### src/rtl/stack_mc_controller_p.sv
// Multicycle control FSM for the stack-machine CPU. Adds memory wait states,
// stack-depth fault checking, a configurable opcode width and a retired-instruction counter.
module stack_mc_controller_p #(
  parameter int OPW    = 3,
  parameter int SDEPTH = 8,
  parameter int CW     = $clog2(SDEPTH + 1),
  parameter int RCW    = 16
) (
  input  logic             clk,
  input  logic             rst,
  input  logic [OPW-1:0]   opcode,
  input  logic             mem_ready,
  output logic             IorD,
  output logic             srcA,
  output logic             srcB,
  output logic             lda,
  output logic             ldb,
  output logic             PCsrc,
  output logic             PCwrite,
  output logic             PCwriteCond,
  output logic             IRwrite,
  output logic             memRead,
  output logic             memWrite,
  output logic             mem_req,
  output logic             tos,
  output logic             pop,
  output logic             push,
  output logic             MtoS,
  output logic [1:0]       ALUop,
  output logic [CW-1:0]    sp_count,
  output logic             fault,
  output logic [1:0]       fault_code,
  output logic             retire,
  output logic [RCW-1:0]   retired_cnt
);

  typedef enum logic [3:0] {
    S_FETCH, S_DECODE, S_MEMRD, S_PUSHMEM, S_POPA, S_LOADA, S_MEMWR, S_POPB,
    S_LOADB, S_ALU, S_ALUNOT, S_PUSHRES, S_JUMP, S_BRANCH, S_FAULT
  } state_t;

  state_t           state_q, state_d;
  logic [CW-1:0]    sp_q, sp_d;
  logic [RCW-1:0]   rc_q, rc_d;
  logic [1:0]       fc_q, fc_d;
  logic [2:0]       op;
  logic             illegal;
  logic [1:0]       need_pops;

  assign op      = opcode[2:0];
  // Any set bit above the 3-bit opcode field makes the instruction illegal.
  assign illegal = (opcode >> 3) != '0;

  always_comb begin
    need_pops = 2'd0;
    case (op)
      3'b000, 3'b001, 3'b010: need_pops = 2'd2;
      3'b011, 3'b101:         need_pops = 2'd1;
      default:                need_pops = 2'd0;
    endcase
  end

  always_comb begin
    state_d = state_q;
    sp_d    = sp_q;
    rc_d    = rc_q;
    fc_d    = fc_q;
    case (state_q)
      S_FETCH:   if (mem_ready) state_d = S_DECODE;
      S_DECODE: begin
        if (illegal) begin
          state_d = S_FAULT;
          fc_d    = 2'b11;
        end else if (CW'(need_pops) > sp_q) begin
          state_d = S_FAULT;
          fc_d    = 2'b01;
        end else if (op == 3'b100 && sp_q == CW'(SDEPTH)) begin
          state_d = S_FAULT;
          fc_d    = 2'b10;
        end else begin
          case (op)
            3'b100:  state_d = S_MEMRD;
            3'b110:  state_d = S_JUMP;
            3'b111:  state_d = S_BRANCH;
            default: state_d = S_POPA;
          endcase
        end
      end
      S_MEMRD:   if (mem_ready) state_d = S_PUSHMEM;
      S_PUSHMEM: begin
        sp_d    = sp_q + CW'(1);
        rc_d    = rc_q + RCW'(1);
        state_d = S_FETCH;
      end
      S_POPA: begin
        sp_d    = sp_q - CW'(1);
        state_d = S_LOADA;
      end
      S_LOADA: begin
        if (op == 3'b101)      state_d = S_MEMWR;
        else if (op == 3'b011) state_d = S_ALUNOT;
        else                   state_d = S_POPB;
      end
      S_MEMWR: begin
        if (mem_ready) begin
          rc_d    = rc_q + RCW'(1);
          state_d = S_FETCH;
        end
      end
      S_POPB: begin
        sp_d    = sp_q - CW'(1);
        state_d = S_LOADB;
      end
      S_LOADB:   state_d = S_ALU;
      S_ALU:     state_d = S_PUSHRES;
      S_ALUNOT:  state_d = S_PUSHRES;
      S_PUSHRES: begin
        sp_d    = sp_q + CW'(1);
        rc_d    = rc_q + RCW'(1);
        state_d = S_FETCH;
      end
      S_JUMP, S_BRANCH: begin
        rc_d    = rc_q + RCW'(1);
        state_d = S_FETCH;
      end
      default:   state_d = S_FAULT;
    endcase
  end

  always_ff @(posedge clk or posedge rst) begin
    if (rst) begin
      state_q <= S_FETCH;
      sp_q    <= '0;
      rc_q    <= '0;
      fc_q    <= '0;
    end else begin
      state_q <= state_d;
      sp_q    <= sp_d;
      rc_q    <= rc_d;
      fc_q    <= fc_d;
    end
  end

  // Outputs decode from state (plus mem_ready in FETCH/MEMWR) so they track reset immediately.
  always_comb begin
    IorD = 1'b0; srcA = 1'b0; srcB = 1'b0; lda = 1'b0; ldb = 1'b0; PCsrc = 1'b0;
    PCwrite = 1'b0; PCwriteCond = 1'b0; IRwrite = 1'b0; memRead = 1'b0;
    memWrite = 1'b0; mem_req = 1'b0; tos = 1'b0; pop = 1'b0; push = 1'b0;
    MtoS = 1'b0; ALUop = 2'b00; retire = 1'b0;
    case (state_q)
      S_FETCH: begin
        memRead = 1'b1; mem_req = 1'b1;
        PCwrite = mem_ready; IRwrite = mem_ready;
      end
      S_DECODE:  tos = 1'b1;
      S_MEMRD:   begin IorD = 1'b1; memRead = 1'b1; mem_req = 1'b1; end
      S_PUSHMEM: begin MtoS = 1'b1; push = 1'b1; retire = 1'b1; end
      S_POPA, S_POPB: pop = 1'b1;
      S_LOADA:   lda = 1'b1;
      S_LOADB:   ldb = 1'b1;
      S_MEMWR:   begin IorD = 1'b1; memWrite = 1'b1; mem_req = 1'b1; retire = mem_ready; end
      S_ALU:     begin srcA = 1'b1; srcB = 1'b1; ALUop = op[1:0]; end
      S_ALUNOT:  begin srcA = 1'b1; ALUop = 2'b11; end
      S_PUSHRES: begin push = 1'b1; retire = 1'b1; end
      S_JUMP:    begin PCsrc = 1'b1; PCwrite = 1'b1; retire = 1'b1; end
      S_BRANCH:  begin PCsrc = 1'b1; PCwriteCond = 1'b1; retire = 1'b1; end
      default: ;
    endcase
  end

  assign sp_count    = sp_q;
  assign retired_cnt = rc_q;
  assign fault_code  = fc_q;
  assign fault       = (state_q == S_FAULT);

endmodule
### config.mk
export PLATFORM = sky130hd
export DESIGN_NAME = stack_mc_controller_p
export DESIGN_NICKNAME = d
export VERILOG_FILES = /design/src/rtl/stack_mc_controller_p.sv
export SDC_FILE = /design/constraint.sdc
export NUM_CORES = 1
export LEC_CHECK = 0
export ABC_AREA = 1
export ABC_CLOCK_PERIOD_IN_PS = 2110
export BUFFER_PORTS_ARGS = -buffer_cell sky130_fd_sc_hd__buf_2
export CAP_MARGIN = 40
export CELL_PAD_IN_SITES_DETAIL_PLACEMENT = 0
export CELL_PAD_IN_SITES_GLOBAL_PLACEMENT = 1
export CORE_UTILIZATION = 36
export DETAILED_ROUTE_END_ITERATION = 16
export HOLD_SLACK_MARGIN = 0.05
export PLACE_DENSITY = 0.85
export SETUP_SLACK_MARGIN = 0.4
export SKIP_LAST_GASP = 1
export SLEW_MARGIN = 0
export SYNTH_ARGS = -nofsm -noshare
export SYNTH_HDL_FRONTEND = slang
export SYNTH_SLANG_ARGS = --single-unit
### constraint.sdc
create_clock -name clk -period 2.11 [get_ports clk]
set_input_delay 0.1055 -clock clk [delete_from_list [all_inputs] [get_ports clk]]
set_output_delay 0.1055 -clock clk [all_outputs]
set_load 0.01 [all_outputs]
==> results.sh <==
export IMPL_min_period_ns=1.65
export IMPL_synthesis_nets=295
export IMPL_status="complete, no violations"
export IMPL_holdPathStages=3
export IMPL_setup_worst_path_start_class="flop"
export IMPL_ys_types=25
export IMPL_max_freq_mhz=607
export IMPL_die_w_um=73.7
export IMPL_grt_max_degree=28
export IMPL_dr_pass1_iters=4
export IMPL_portBuffers=47
export IMPL_hold_path_class="input port to flop"
export IMPL_clk_latency_ns=0.28
export IMPL_mostFrequentLayoutCell="nand2_1"
export IMPL_worstHoldStart="opcode[0]"
export IMPL_ff2ff_path_depth=9
export IMPL_cp_arrival_ns=1.54
export IMPL_grt_overflow_total=0
export IMPL_ioPinCount=48
export IMPL_cp_buffers_inverters=2
export IMPL_timing_rr_start="state_q[1]"
export IMPL_hold_end="state_q[0]"
export IMPL_tightestPinTransition_ns=0.454
export IMPL_clk_path_buf_depth=2
export IMPL_cp_max_fo=27
export IMPL_crit_chain="inv_2 > nor2_2 > nand2_2 > nor2_4 > nand2_2 > nand2_8 > buf_2"
export IMPL_synth_cell_area_um2=1850
export IMPL_drt_initial_drc_count=126
export IMPL_relSlewSlack=0.695
export IMPL_vias=1874
export IMPL_drcViolationCount=0
export IMPL_final_cell_mix="105 x nand2_1, 47 x buf_2, 39 x nor2_1"
export IMPL_dp_final_hpwl_um=3480
export IMPL_worstSetupPathType="flop to output port"
export IMPL_core_um2=4850
export IMPL_crit_family="simple AND/OR/NAND/NOR gates"
export IMPL_cts_buffers=3
export IMPL_nNetsFinal=351
export IMPL_synth_seq_cells=26
export IMPL_fin_cells=404
export IMPL_cts_clk_slew_worst_paths_ns=0.08
export IMPL_slew_violations=0
export IMPL_ant_nets=0
export IMPL_total_power_uw=2630
export IMPL_crit_required_ns=2.00
export IMPL_placementRows=25
export IMPL_postSynthCellCount=283
export IMPL_gp_congestion=0.837
export IMPL_grt_usage=0.176
export IMPL_grt_pass1_vias=1584
export IMPL_via_per_inst=4.64
export IMPL_cts_sinks=26
export IMPL_start_util=0.382
export IMPL_die_h_um=73.7
export IMPL_setup_viol=0
export IMPL_skew_ns=0.0127
export IMPL_layout_drive_gt1_share=0.214
export IMPL_drv_cap=0
export IMPL_ff2ff_setup_slack_ns=0.49
export IMPL_cpMaxStageDelayCell="dfrtp_1"
export IMPL_htreeDepth=1
export IMPL_tns_ns=0
export IMPL_end_kind="output port"
export IMPL_place_inst=397
export IMPL_ir_drop_uv=561
export IMPL_die_area_um2=5430
export IMPL_antenna_found_initial=0
export IMPL_crit_path_frequent_cell="nand2_2"
export IMPL_cts_tree="built"
export IMPL_reg2reg_to="sp_count[3]"
export IMPL_p_per_area_nw_per_um2=1160
export IMPL_hold_violations=0
export IMPL_diodes=0
export IMPL_routed_wl_um=4500
export IMPL_drt_wirelength_per_cell_um=11.1
export IMPL_period_share=0.780
export IMPL_area_delta_synth_final_pct=22.6
export IMPL_grt_pass1_wl_um=7450
export IMPL_ys_warn_count=0
export IMPL_root_buffer="clkbuf_8"
export IMPL_p_leak_uw=0.00124
export IMPL_cpPeakStageDelay_ns=0.44
export IMPL_rsz0062_at_grt="yes"
export IMPL_synth_seq_area_share=0.351
export IMPL_avgSynthCellArea_um2=6.54
## report_power, final
| part | switching (uW) | internal [uW] | total, uW |
|---|---|---|---|
| sequential | 184 | 646 | 830 |
| combinational | 928 | 584 | 1510 |
| clock | 161 | 128 | 289 |
| total | 1270 | 1360 | 2630 |
## kinds of logic after synthesis
group	synth area share
AND/OR/NAND/NOR	0.393
buffers and inverters	0.0953
flip-flops	0.351
AO/OA/AOI/OAI	0.0689
XOR/XNOR	0.0473
adder cells (fa/ha/maj)	0.0446
## synthesized netlist by cell type
cell type | count | share of area
a21boi_0 | 2 | 0.0081
a21oi_1 | 5 | 0.014
buf_6 | 1 | 0.0061
buf_8 | 1 | 0.0081
dfrtp_1 | 26 | 0.35
fa_1 | 1 | 0.011
ha_1 | 5 | 0.034
inv_1 | 39 | 0.079
inv_2 | 1 | 0.0020
nand2_1 | 106 | 0.21
nand2_2 | 2 | 0.0068
nand2_4 | 1 | 0.0061
nand3_1 | 13 | 0.035
nand3b_2 | 1 | 0.0061
nand4_1 | 4 | 0.014
nor2_1 | 41 | 0.083
nor2_2 | 3 | 0.010
nor2_4 | 1 | 0.0061
nor3_1 | 4 | 0.011
o21ai_0 | 13 | 0.035
o21ai_2 | 1 | 0.0047
o21bai_1 | 1 | 0.0041
o22ai_1 | 1 | 0.0034
xnor2_1 | 1 | 0.0047
xor2_1 | 9 | 0.043
## layout make-up
type	count	area [um^2]
Fill cell	528	2580
Sequential cell	26	653
Clock buffer	3	41.3
Multi-Input combinational cell	215	1060
Tap cell	67	83.8
Inverter	40	150
Timing Repair Buffer	53	283
## worst register-to-register path, cell delays in order, from the launching register on
cell and delay [ns]:
dfrtp_1 0.44, nand2_2 0.10, nor2_4 0.17, inv_2 0.08
ha_1 0.28, nand2_1 0.07, nor2_1 0.04, o21ai_0 0.13
nand2_1 0.09, xnor2_1 0.12
## metrics by stage
step                setup slack [ns]  area (um^2)   util  hold WS, ns
global placement               0.373         2160  0.446        0.180
floorplan                      0.415         1860      -        0.146
CTS                            0.392         2250  0.465        0.137
detailed placement             0.288         2160  0.446        0.181
finish                         0.464         2270  0.468        0.137
global route                   0.336         2270  0.468        0.148
## worst max path at each step
stage	to	startpoint	depth (start not counted)	slack, ns
after global placement	sp_count[3]	state_q[0]	9	0.37
final	retire	state_q[1]	7	0.46
after CTS	sp_count[3]	state_q[1]	9	0.39
after detailed placement	sp_count[3]	state_q[0]	9	0.29
after floorplan	sp_count[3]	state_q[0]	9	0.41
after global routing	retire	state_q[1]	7	0.34
## state kept, by name, summed over array words and instances, names as in the netlist
| signal | count |
|---|---|
| state_q | 4 |
| sp_count | 4 |
| fault_code | 2 |
| retired_cnt | 16 |
## metal layers
metal,track usage,vias to the layer above,share of wire
li1,-,980,-
met1,0.266,856,0.51
met2,0.263,36,0.44
met3,0.0206,2,0.038
met4,0.0491,0,0.0060
met5,0,-,0
## timing repair
action,in CTS,in global routing
resized for setup,4,4
endpoints found under the hold margin,26,0
pin swaps,2,0
hold buffers,1,0
buffers inserted,3,0
endpoints found under the setup margin,2,4
Note: power is estimated with default switching activity, not from simulation.
